`src/rtl/rsa_req_arbiter_pkg.sv`:
```
// Shared definitions for the rsa_rfid request arbiter: FSM encoding, default widths, clog2 helper.
package rsa_arb_pkg;

  localparam int unsigned DEFAULT_WORD_SIZE = 32;

  localparam logic [2:0] IDLE  = 3'd0;
  localparam logic [2:0] LOAD  = 3'd1;
  localparam logic [2:0] START = 3'd2;
  localparam logic [2:0] WAIT  = 3'd3;
  localparam logic [2:0] RESP  = 3'd4;

  // Ceiling log2; clog2(1) = 0.
  function automatic int unsigned clog2(input int unsigned value);
    int unsigned r;
    r = 0;
    for (int unsigned i = 0; i < 32; i++) begin
      if (((value - 1) >> i) != 0) r = i + 1;
    end
    return r;
  endfunction

endpackage

```
`src/rtl/rsa_req_arbiter_if.sv`:
```
// Requester and engine side signals of the rsa_rfid arbiter; master = arbiter view, slave = environment view.
interface rsa_req_arbiter_if #(
  parameter int unsigned WordSize = rsa_arb_pkg::DEFAULT_WORD_SIZE,
  parameter int unsigned NumReq   = 4
);

  logic [NumReq-1:0]          req;
  logic [NumReq*WordSize-1:0] req_text;
  logic [NumReq*WordSize-1:0] req_key;
  logic [NumReq*WordSize-1:0] req_mod;
  logic [NumReq-1:0]          gnt;
  logic [NumReq-1:0]          rsp_valid;
  logic [WordSize-1:0]        rsp_text;
  logic                       rsp_err;
  logic                       busy;
  logic [WordSize-1:0]        eng_text;
  logic [WordSize-1:0]        eng_key;
  logic [WordSize-1:0]        eng_mod;
  logic                       eng_go;
  logic                       eng_done;
  logic [WordSize-1:0]        eng_result;

  modport master (
    input  req, req_text, req_key, req_mod, eng_done, eng_result,
    output gnt, rsp_valid, rsp_text, rsp_err, busy,
           eng_text, eng_key, eng_mod, eng_go
  );

  modport slave (
    output req, req_text, req_key, req_mod, eng_done, eng_result,
    input  gnt, rsp_valid, rsp_text, rsp_err, busy,
           eng_text, eng_key, eng_mod, eng_go
  );

endinterface

```
`src/rtl/rsa_req_arbiter_rr_picker.sv`:
```
// Combinational round-robin search: first asserted req at or above rr_ptr, wrapping modulo NumReq.
module rr_picker
  import rsa_arb_pkg::*;
#(
  parameter  int unsigned NumReq = 4,
  localparam int unsigned IdxW   = clog2(NumReq)
) (
  input  logic [NumReq-1:0] req,
  input  logic [IdxW-1:0]   rr_ptr,
  output logic              any,
  output logic [IdxW-1:0]   winner
);

  int idx;

  // Scan from the farthest offset down so the nearest request is written last and wins.
  always_comb begin
    any    = 1'b0;
    winner = '0;
    idx    = 0;
    for (int i = int'(NumReq) - 1; i >= 0; i--) begin
      idx = int'(rr_ptr) + i;
      if (idx >= int'(NumReq)) idx = idx - int'(NumReq);
      if (req[IdxW'(idx)]) begin
        any    = 1'b1;
        winner = IdxW'(idx);
      end
    end
  end

endmodule

```
`src/rtl/rsa_req_arbiter.sv`:
```
// Round-robin sequencer sharing one rsa_rfid modexp engine between NumReq requesters, with a hang watchdog.
module rsa_req_arbiter
  import rsa_arb_pkg::*;
#(
  parameter int unsigned WordSize      = DEFAULT_WORD_SIZE,
  parameter int unsigned NumReq        = 4,
  parameter int unsigned TimeoutCycles = 4096
) (
  input  logic               clk,
  input  logic               reset,
  rsa_req_arbiter_if.master  bus
);

  localparam int unsigned IdxW = clog2(NumReq);
  localparam int unsigned WdW  = clog2(TimeoutCycles);

  logic [2:0]          state, state_nxt;
  logic [IdxW-1:0]     winner, winner_nxt;
  logic [IdxW-1:0]     rr_ptr, rr_ptr_nxt;
  logic [WdW-1:0]      watchdog, wd_nxt;
  logic [WordSize-1:0] eng_text_q, eng_text_nxt;
  logic [WordSize-1:0] eng_key_q, eng_key_nxt;
  logic [WordSize-1:0] eng_mod_q, eng_mod_nxt;
  logic [WordSize-1:0] rsp_text_q, rsp_text_nxt;
  logic [NumReq-1:0]   gnt_q, gnt_nxt;
  logic [NumReq-1:0]   rsp_valid_q, rsp_valid_nxt;
  logic                rsp_err_q, rsp_err_nxt;
  logic                eng_go_q, eng_go_nxt;
  logic                busy_q, busy_nxt;
  logic                pick_any;
  logic [IdxW-1:0]     pick_idx;

  rr_picker #(.NumReq(NumReq)) u_picker (
    .req    (bus.req),
    .rr_ptr (rr_ptr),
    .any    (pick_any),
    .winner (pick_idx)
  );

  // State and all registered outputs.
  always_ff @(posedge clk) begin
    if (reset) begin
      state       <= IDLE;
      winner      <= '0;
      rr_ptr      <= '0;
      watchdog    <= '0;
      eng_text_q  <= '0;
      eng_key_q   <= '0;
      eng_mod_q   <= '0;
      rsp_text_q  <= '0;
      gnt_q       <= '0;
      rsp_valid_q <= '0;
      rsp_err_q   <= 1'b0;
      eng_go_q    <= 1'b0;
      busy_q      <= 1'b0;
    end else begin
      state       <= state_nxt;
      winner      <= winner_nxt;
      rr_ptr      <= rr_ptr_nxt;
      watchdog    <= wd_nxt;
      eng_text_q  <= eng_text_nxt;
      eng_key_q   <= eng_key_nxt;
      eng_mod_q   <= eng_mod_nxt;
      rsp_text_q  <= rsp_text_nxt;
      gnt_q       <= gnt_nxt;
      rsp_valid_q <= rsp_valid_nxt;
      rsp_err_q   <= rsp_err_nxt;
      eng_go_q    <= eng_go_nxt;
      busy_q      <= busy_nxt;
    end
  end

  // Next state and next registered outputs; pulses default low, data holds.
  always_comb begin
    state_nxt     = state;
    winner_nxt    = winner;
    rr_ptr_nxt    = rr_ptr;
    wd_nxt        = watchdog;
    eng_text_nxt  = eng_text_q;
    eng_key_nxt   = eng_key_q;
    eng_mod_nxt   = eng_mod_q;
    rsp_text_nxt  = rsp_text_q;
    rsp_err_nxt   = rsp_err_q;
    gnt_nxt       = '0;
    rsp_valid_nxt = '0;
    eng_go_nxt    = 1'b0;

    case (state)
      IDLE: begin
        if (pick_any) begin
          state_nxt    = LOAD;
          winner_nxt   = pick_idx;
          eng_text_nxt = bus.req_text[int'(pick_idx)*int'(WordSize) +: WordSize];
          eng_key_nxt  = bus.req_key[int'(pick_idx)*int'(WordSize) +: WordSize];
          eng_mod_nxt  = bus.req_mod[int'(pick_idx)*int'(WordSize) +: WordSize];
          gnt_nxt      = NumReq'(1) << pick_idx;
        end
      end
      LOAD: begin
        state_nxt  = START;
        eng_go_nxt = 1'b1;
        wd_nxt     = '0;
        rr_ptr_nxt = (int'(winner) == int'(NumReq) - 1) ? '0 : winner + IdxW'(1);
      end
      START: begin
        state_nxt = WAIT;
        wd_nxt    = '0;
      end
      WAIT: begin
        if (watchdog != '1) wd_nxt = watchdog + WdW'(1);
        // Completion takes priority over a coincident timeout.
        if (bus.eng_done) begin
          state_nxt     = RESP;
          rsp_text_nxt  = bus.eng_result;
          rsp_err_nxt   = 1'b0;
          rsp_valid_nxt = NumReq'(1) << winner;
        end else if (watchdog == WdW'(TimeoutCycles - 1)) begin
          state_nxt     = RESP;
          rsp_text_nxt  = '0;
          rsp_err_nxt   = 1'b1;
          rsp_valid_nxt = NumReq'(1) << winner;
        end
      end
      RESP:    state_nxt = IDLE;
      default: state_nxt = IDLE;
    endcase

    busy_nxt = (state_nxt != IDLE);
  end

  assign bus.gnt       = gnt_q;
  assign bus.rsp_valid = rsp_valid_q;
  assign bus.rsp_text  = rsp_text_q;
  assign bus.rsp_err   = rsp_err_q;
  assign bus.busy      = busy_q;
  assign bus.eng_text  = eng_text_q;
  assign bus.eng_key   = eng_key_q;
  assign bus.eng_mod   = eng_mod_q;
  assign bus.eng_go    = eng_go_q;

endmodule

```
`src/flat_wrapper.sv`:
```
// flat-port wrapper written by rule: the top's interface ports become plain ports
module rsa_req_arbiter_flat import rsa_arb_pkg::*;
#(
  parameter int unsigned WordSize      = DEFAULT_WORD_SIZE,
  parameter int unsigned NumReq        = 4,
  parameter int unsigned TimeoutCycles = 4096
)
  (clk, reset, bus_req, bus_req_text, bus_req_key, bus_req_mod, bus_eng_done, bus_eng_result, bus_gnt, bus_rsp_valid, bus_rsp_text, bus_rsp_err, bus_busy, bus_eng_text, bus_eng_key, bus_eng_mod, bus_eng_go);
  rsa_req_arbiter_if #(.WordSize(WordSize), .NumReq(NumReq)) bus_i ();
  input  logic clk;
  input  logic reset;
  input wire logic [$bits(bus_i.req)-1:0] bus_req;
  input wire logic [$bits(bus_i.req_text)-1:0] bus_req_text;
  input wire logic [$bits(bus_i.req_key)-1:0] bus_req_key;
  input wire logic [$bits(bus_i.req_mod)-1:0] bus_req_mod;
  input wire logic [$bits(bus_i.eng_done)-1:0] bus_eng_done;
  input wire logic [$bits(bus_i.eng_result)-1:0] bus_eng_result;
  output wire logic [$bits(bus_i.gnt)-1:0] bus_gnt;
  output wire logic [$bits(bus_i.rsp_valid)-1:0] bus_rsp_valid;
  output wire logic [$bits(bus_i.rsp_text)-1:0] bus_rsp_text;
  output wire logic [$bits(bus_i.rsp_err)-1:0] bus_rsp_err;
  output wire logic [$bits(bus_i.busy)-1:0] bus_busy;
  output wire logic [$bits(bus_i.eng_text)-1:0] bus_eng_text;
  output wire logic [$bits(bus_i.eng_key)-1:0] bus_eng_key;
  output wire logic [$bits(bus_i.eng_mod)-1:0] bus_eng_mod;
  output wire logic [$bits(bus_i.eng_go)-1:0] bus_eng_go;
  assign bus_i.req = bus_req;
  assign bus_i.req_text = bus_req_text;
  assign bus_i.req_key = bus_req_key;
  assign bus_i.req_mod = bus_req_mod;
  assign bus_i.eng_done = bus_eng_done;
  assign bus_i.eng_result = bus_eng_result;
  assign bus_gnt = bus_i.gnt;
  assign bus_rsp_valid = bus_i.rsp_valid;
  assign bus_rsp_text = bus_i.rsp_text;
  assign bus_rsp_err = bus_i.rsp_err;
  assign bus_busy = bus_i.busy;
  assign bus_eng_text = bus_i.eng_text;
  assign bus_eng_key = bus_i.eng_key;
  assign bus_eng_mod = bus_i.eng_mod;
  assign bus_eng_go = bus_i.eng_go;
  rsa_req_arbiter #(.WordSize(WordSize), .NumReq(NumReq), .TimeoutCycles(TimeoutCycles)) u_core (.clk(clk), .reset(reset), .bus(bus_i));
endmodule
```
`config.mk`:
```
export PLATFORM = sky130hd
export DESIGN_NAME = rsa_req_arbiter_flat
export DESIGN_NICKNAME = d
export VERILOG_FILES = /design/src/rtl/rsa_req_arbiter_pkg.sv /design/src/rtl/rsa_req_arbiter_if.sv /design/src/rtl/rsa_req_arbiter_rr_picker.sv /design/src/rtl/rsa_req_arbiter.sv /design/src/flat_wrapper.sv
export SDC_FILE = /design/constraint.sdc
export NUM_CORES = 1
export LEC_CHECK = 0
export ABC_CLOCK_PERIOD_IN_PS = 2600
export BUFFER_PORTS_ARGS = -buffer_cell sky130_fd_sc_hd__buf_2
export CELL_PAD_IN_SITES_DETAIL_PLACEMENT = 1
export CELL_PAD_IN_SITES_GLOBAL_PLACEMENT = 1
export CORE_AREA = 2 2 216 218
export DETAILED_ROUTE_END_ITERATION = 12
export DIE_AREA = 0 0 218 220
export PLACE_DENSITY_LB_ADDON = 0.1
export SYNTH_ARGS = -nofsm -noshare
export SYNTH_HDL_FRONTEND = slang
export SYNTH_SLANG_ARGS = --single-unit
```
`constraint.sdc`:
```
create_clock -name clk -period 2.6 [get_ports clk]
set_input_delay 0 -clock clk [delete_from_list [all_inputs] [get_ports clk]]
set_output_delay 0 -clock clk [all_outputs]
set_load 0.02 [all_outputs]
```
Word-level counts from Yosys, hierarchy flattened:

Cells that the tools add are included.

* bits in registers: 158
* bits in latches: 0
* memory bits (writable): 0
* memory bits (read-only): 0
* memories: 0

* $add $sub $neg: 9
* multiply operators: 0
* divide/modulo/power cells: 0
* $lt $le $gt $ge: 8
* equal/unequal tests: 7
* shift-type cells: 5
* multiplexer cells: 38
* bitwise operators: 3
* reduce and logical (&&, ||, !) cells: 10

Operators by type and width (number)
* $shiftx A128 B8 Y32: 3
* $mux W32: 2
* $pmux W12 S2: 1
* $mux W2: 9
* $lt A2 B4 Y1 const B: 4
* $mux W1: 15
* $add A12 B1 Y12 const B: 1
* $eq A12 B12 Y1 const B: 1
* $mux W12: 1
* $ne A12 B12 Y1 const B: 1
* $pmux W3 S4: 1
* $ge A3 B3 Y1 const B: 3
* $mux W3: 3
* $bmux W1 S2: 4
* $mux W4: 2
* $shl A1 B2 Y4 const A: 2
* $sub A2 B1 Y2 const B: 4
* $add A2 B2 Y3 const B: 2
* $eq A3 B2 Y1 const B: 2
* $reduce_and A2 Y1: 3
* $reduce_bool A2 Y1: 2
* $reduce_or A2 Y1: 2
* $add A2 B1 Y3 const B: 1
* $eq A3 B1 Y1 const B: 1
* 8 further kinds: 10

Longest topological paths before layout:

* depth in word-level cells: 13
* mapped depth: 9
* depth with buffers taken out: 6

Hierarchy:

A second synthesis with hierarchy kept.

* cell total of the unflattened synthesis: 557
* area, all modules: 7549.7 µm²

By module, submodules not included
* rsa_req_arbiter: instances 1, cells each 544, area an instance 7472.2 µm², seq. area each 3163.0 µm²
* rr_picker: instances 1, cells each 13, area an instance 77.6 µm², seq. area each 0.0 µm²

Least setup slack after synthesis:

No wires, ideal clock.

* kind: reg2reg
* from: reg u_core.state[2]
* to: reg u_core.eng_mod_q[23] (netlist: u_core.bus.eng_mod[23])
* library setup time: 0.139 ns
* arrival: 1.833 ns
* data required time: 2.461 ns
* setup slack: 0.628 ns
* cell stages (with the launch flop): 10
* path buffers: 5
* clock period less this slack: 1.972 ns
* path through: dfxtp_1 > buf_6 > or4_1 > buf_4 > nor2b_1 > buf_2 > buf_2 > clkbuf_1 > nand2_1 > o211ai_2

* longest elaborated chain between the ends: 2

RTL lines
* from (decl): RTL line rsa_req_arbiter.sv:17 `logic [2:0] state, state_nxt;`
* from (signal assigned): RTL line rsa_req_arbiter.sv:57 `state <= state_nxt;`
* $logic_not A3 Y1: RTL line rsa_req_arbiter.sv:88 `case (state)`
* $reduce_and A2 Y1 (no source line)
* to (signal assigned): RTL line rsa_req_arbiter.sv:63 `eng_mod_q <= eng_mod_nxt;`
* to (decl): RTL line rsa_req_arbiter.sv:23 `logic [WordSize-1:0] eng_mod_q, eng_mod_nxt;`

Every way passes these cells.
A chain may end at the register's enable or synchronous reset.

Final worst setup path:

* from: reg u_core.rr_ptr[0]
* to: reg u_core.eng_mod_q[3] (netlist: u_core.bus.eng_mod[3])

* longest elaborated chain between the ends: 11

RTL lines
* from (decl): RTL line rsa_req_arbiter.sv:19 `logic [IdxW-1:0] rr_ptr, rr_ptr_nxt;`
* from (signal assigned): RTL line rsa_req_arbiter.sv:59 `rr_ptr <= rr_ptr_nxt;`
* $add A2 B2 Y3: RTL line rsa_req_arbiter_rr_picker.sv:22 `idx = int'(rr_ptr) + i;`
* $ge A3 B3 Y1 / $sub A2 B1 Y2 (equally long branches): RTL line rsa_req_arbiter_rr_picker.sv:23 `if (idx >= int'(NumReq)) idx = idx - int'(NumReq);`
* $mux W2: RTL line rsa_req_arbiter_rr_picker.sv:23
* $bmux W1 S2: RTL line rsa_req_arbiter_rr_picker.sv:24 `if (req[IdxW'(idx)]) begin`
* $mux W1 (not written as such) (2 in a row): RTL line rsa_req_arbiter_rr_picker.sv:24
* $mux W2 / $mux W1 (equally long branches) (4 in a row): RTL line rsa_req_arbiter_rr_picker.sv:24
* $shiftx A128 B8 Y32 / $reduce_and A2 Y1 (equally long branches)

Parallel ways exist; a longest one is shown, timed or not. The select of a mux whose other input is x is not followed.

==> metrics.txt <==
total grt overflow 0; Final Max Slew Viols 0; max_cap viols 0; clock sink total 158; CTS tree yes; Slowest-stage cell, CP dlygate4sd3_1; Max Freq 402 MHz; P_leak 7.86 nW; RD Place Congestion 0.785; post-synthesis sequential area ratio 0.354; Peak VDD IR 0.000357 V; Mean Syn Cell Area 8.75 µm²; Mapped Cells 1022; worst path cell trace nand2b_1 > or4b_4 > nand2_8 > buf_16 > mux2i_1 > dlygate4sd3_1 > o211ai_1; Tot GR Track Use 0.199; CP max stage delay 0.60 ns; Clock Tree Buf Depth 2; vias per cell 4.45; Crit Path Class flop to flop; initial core utilization 0.195; commonest cells in the synthesized netlist dfxtp_1, nand2_1, mux2i_1; number of buffers added on ports 561; # DRC 0; global-route wire length before repair 73100 µm; largest net degree at the start of global routing 165; PwrDens 508 mW/mm²; CTS Root Cell clkbuf_16; Core Region 0.0459 mm²; H-tree levels 4; most frequent cell after synthesis dfxtp_1; Final min period 2.49 ns; Worst-Margin Slew 0.839 ns; Num CTS Buffers 17; Final Non-Filler Cells 2553; placed insts 2124; worst min-delay path category input pin to flop; Hold Fails Final Rpt 1; Antenna Nets Post-Route 0; clk_skew 0.0111 ns; mapped cell area 0.00895 mm²; wire per inst 19.5 µm; family with the most delay on the worst path simple AND/OR/NAND/NOR gates; Max FO, Critical Path 23; EDFF count, synth 0; clock latency on the worst-skew pair 0.46 ns; die span in y 220 µm; via count 11.4k; vias in the first global route 12.5k; CP Data Required Time 2.93 ns; nets 2357; initial antenna violation count 4; fin crit share 0.958; Layout area overhead 91.7%; ys async rst share 0; share of layout cells above drive strength 1 0.373; Synth cell types 44; yosys warns 0; Syn Nets 1450; number of detailed-route iterations in the first pass 4; main flop type after synthesis dfxtp_1; failing checks hold timing; Post-DP HPWL 34400 µm; top cells by area, synth dfxtp_1, mux2i_1, a21boi_0; Setup-failing EPs final 0; Initial DRC Count 411; Slew HR 0.439; area leader, netlist dfxtp_1; die width 218 µm; CP Buf/Inv Count 2; Die Area 0.0480 mm²; Synth Register Bits 158; fill cell count 5457; Synth top area share 0.354; hold slack -0.0257 ns; status finished, violations left; Total Power 8.71 mW; Clk pin slew, worst setup/hold paths 0.07 ns; DRT Wirelength 49700 µm; RSZ-0062 raised after global routing yes; Setup crit start kind flop; CP arrival 2.82 ns; I/O pins 562; Setup crit end kind flop; FP Rows 79
-- flip-flops by register name (all words and copies together), names as in the netlist --
register,cells
u_core.winner,2
u_core.bus.busy,1
u_core.bus.eng_key,32
u_core.bus.rsp_text,32
u_core.bus.eng_go,1
u_core.bus.rsp_valid,4
u_core.state,3
u_core.rr_ptr,2
u_core.bus.gnt,4
u_core.bus.eng_mod,32
u_core.bus.rsp_err,1
u_core.watchdog,12
u_core.bus.eng_text,32
-- logic make-up after synthesis --
kind of cell | count (synthesis) | share of synthesized area
and+or+nand+nor | 295 | 0.164
muxes | 98 | 0.110
buffers and inverters | 109 | 0.0578
DFF | 158 | 0.354
AOI/OAI and AO/OA | 349 | 0.300
adders and majority gates | 5 | 0.00699
xor gates and xnor gates | 8 | 0.00783
-- worst paths after layout --
kind | to | from | cells past startpoint | slack, ns
worst min register to register | u_core.bus.eng_mod[0] | u_core.bus.eng_mod[0] | 2 | 0.47
worst min-delay path | u_core.bus.eng_mod[9] | bus_req_mod[9] | 3 | -0.03
worst max-delay path | u_core.bus.eng_mod[3] | u_core.rr_ptr[0] | 7 | 0.11
worst max register to register | u_core.bus.eng_mod[3] | u_core.rr_ptr[0] | 7 | 0.11
-- report_power, final --
| part | internal (mW) | switching (mW) |
|---|---|---|
| Clock | 1.86 | 1.17 |
| Sequential | 2.67 | 0.140 |
| Combinational | 1.39 | 1.49 |
| Total | 5.92 | 2.80 |
-- worst register-to-register path: stages, from the launching register on --
cell and delay [ns]:
dfxtp_1 0.36, nand2b_1 0.13, or4b_4 0.55, nand2_8 0.17, buf_16 0.22, mux2i_1 0.25, dlygate4sd3_1 0.60, o211ai_1 0.09
-- layer usage --
metal	wire [µm]	up-vias	track usage
met3	2870	61	0.0471
li1	-	5543	-
met4	1360	0	0.0764
met5	0	-	0
met2	25300	368	0.362
met1	20100	5394	0.224
-- metrics by stage --
step / worst slack, ns / cell area, µm² / setup TNS [ns] / utilization / hold WS [ns]
after floorplan: 0.628 / 8950 / 0 / - / 0.148
after global placement: 0.313 / 12500 / 0 / 0.272 / 0.234
after detailed placement: 0.173 / 12500 / 0 / 0.272 / 0.246
after CTS: 0.0267 / 17100 / 0 / 0.372 / 0.000931
after global routing: -0.0163 / 17100 / -0.0163 / 0.374 / 0.0356
final: 0.110 / 17100 / 0 / 0.374 / -0.0257
-- layout make-up --
| class | instances | area [µm²] | share of cell area |
|---|---|---|---|
| repair buffers | 991 | 7180 | 0.419 |
| multi-input cells | 755 | 5320 | 0.310 |
| flip-flops and latches | 158 | 3160 | 0.184 |
| well taps | 607 | 759 | 0.0443 |
| clock buffers | 19 | 453 | 0.0264 |
| clock inverters | 13 | 235 | 0.0137 |
| inverters | 6 | 22.5 | 0.00131 |
| diodes | 4 | 10.0 | 0.000584 |
-- repair_timing --
| action | in CTS | in global routing |
|---|---|---|
| hold buffers | 390 | 0 |
| gates resized for setup | 0 | 6 |
| hold endpoints to repair | 135 | 0 |
| endpoints found under the setup margin | 0 | 18 |
| setup buffers | 0 | 2 |
-- placed cells by master, fill, tap and decap left out, drive strengths merged, types with 3 or more instances in the layout --
cell type / n
nor2b: 5
and2: 5
o211ai: 96
mux2i: 98
nor4: 4
nor2: 59
ha: 5
inv: 7
o2111ai: 3
bufinv: 6
clkbuf: 20
buf: 600
and3: 97
o21ai: 105
dlygate4sd3: 389
xor2: 7
or4: 3
nand4: 4
a22oi: 32
a21oi: 11
clkinv: 4
nor3: 4
diode: 4
a21boi: 96
dfxtp: 158
nand2: 104
Note: power is estimated with default switching activity, not from simulation.
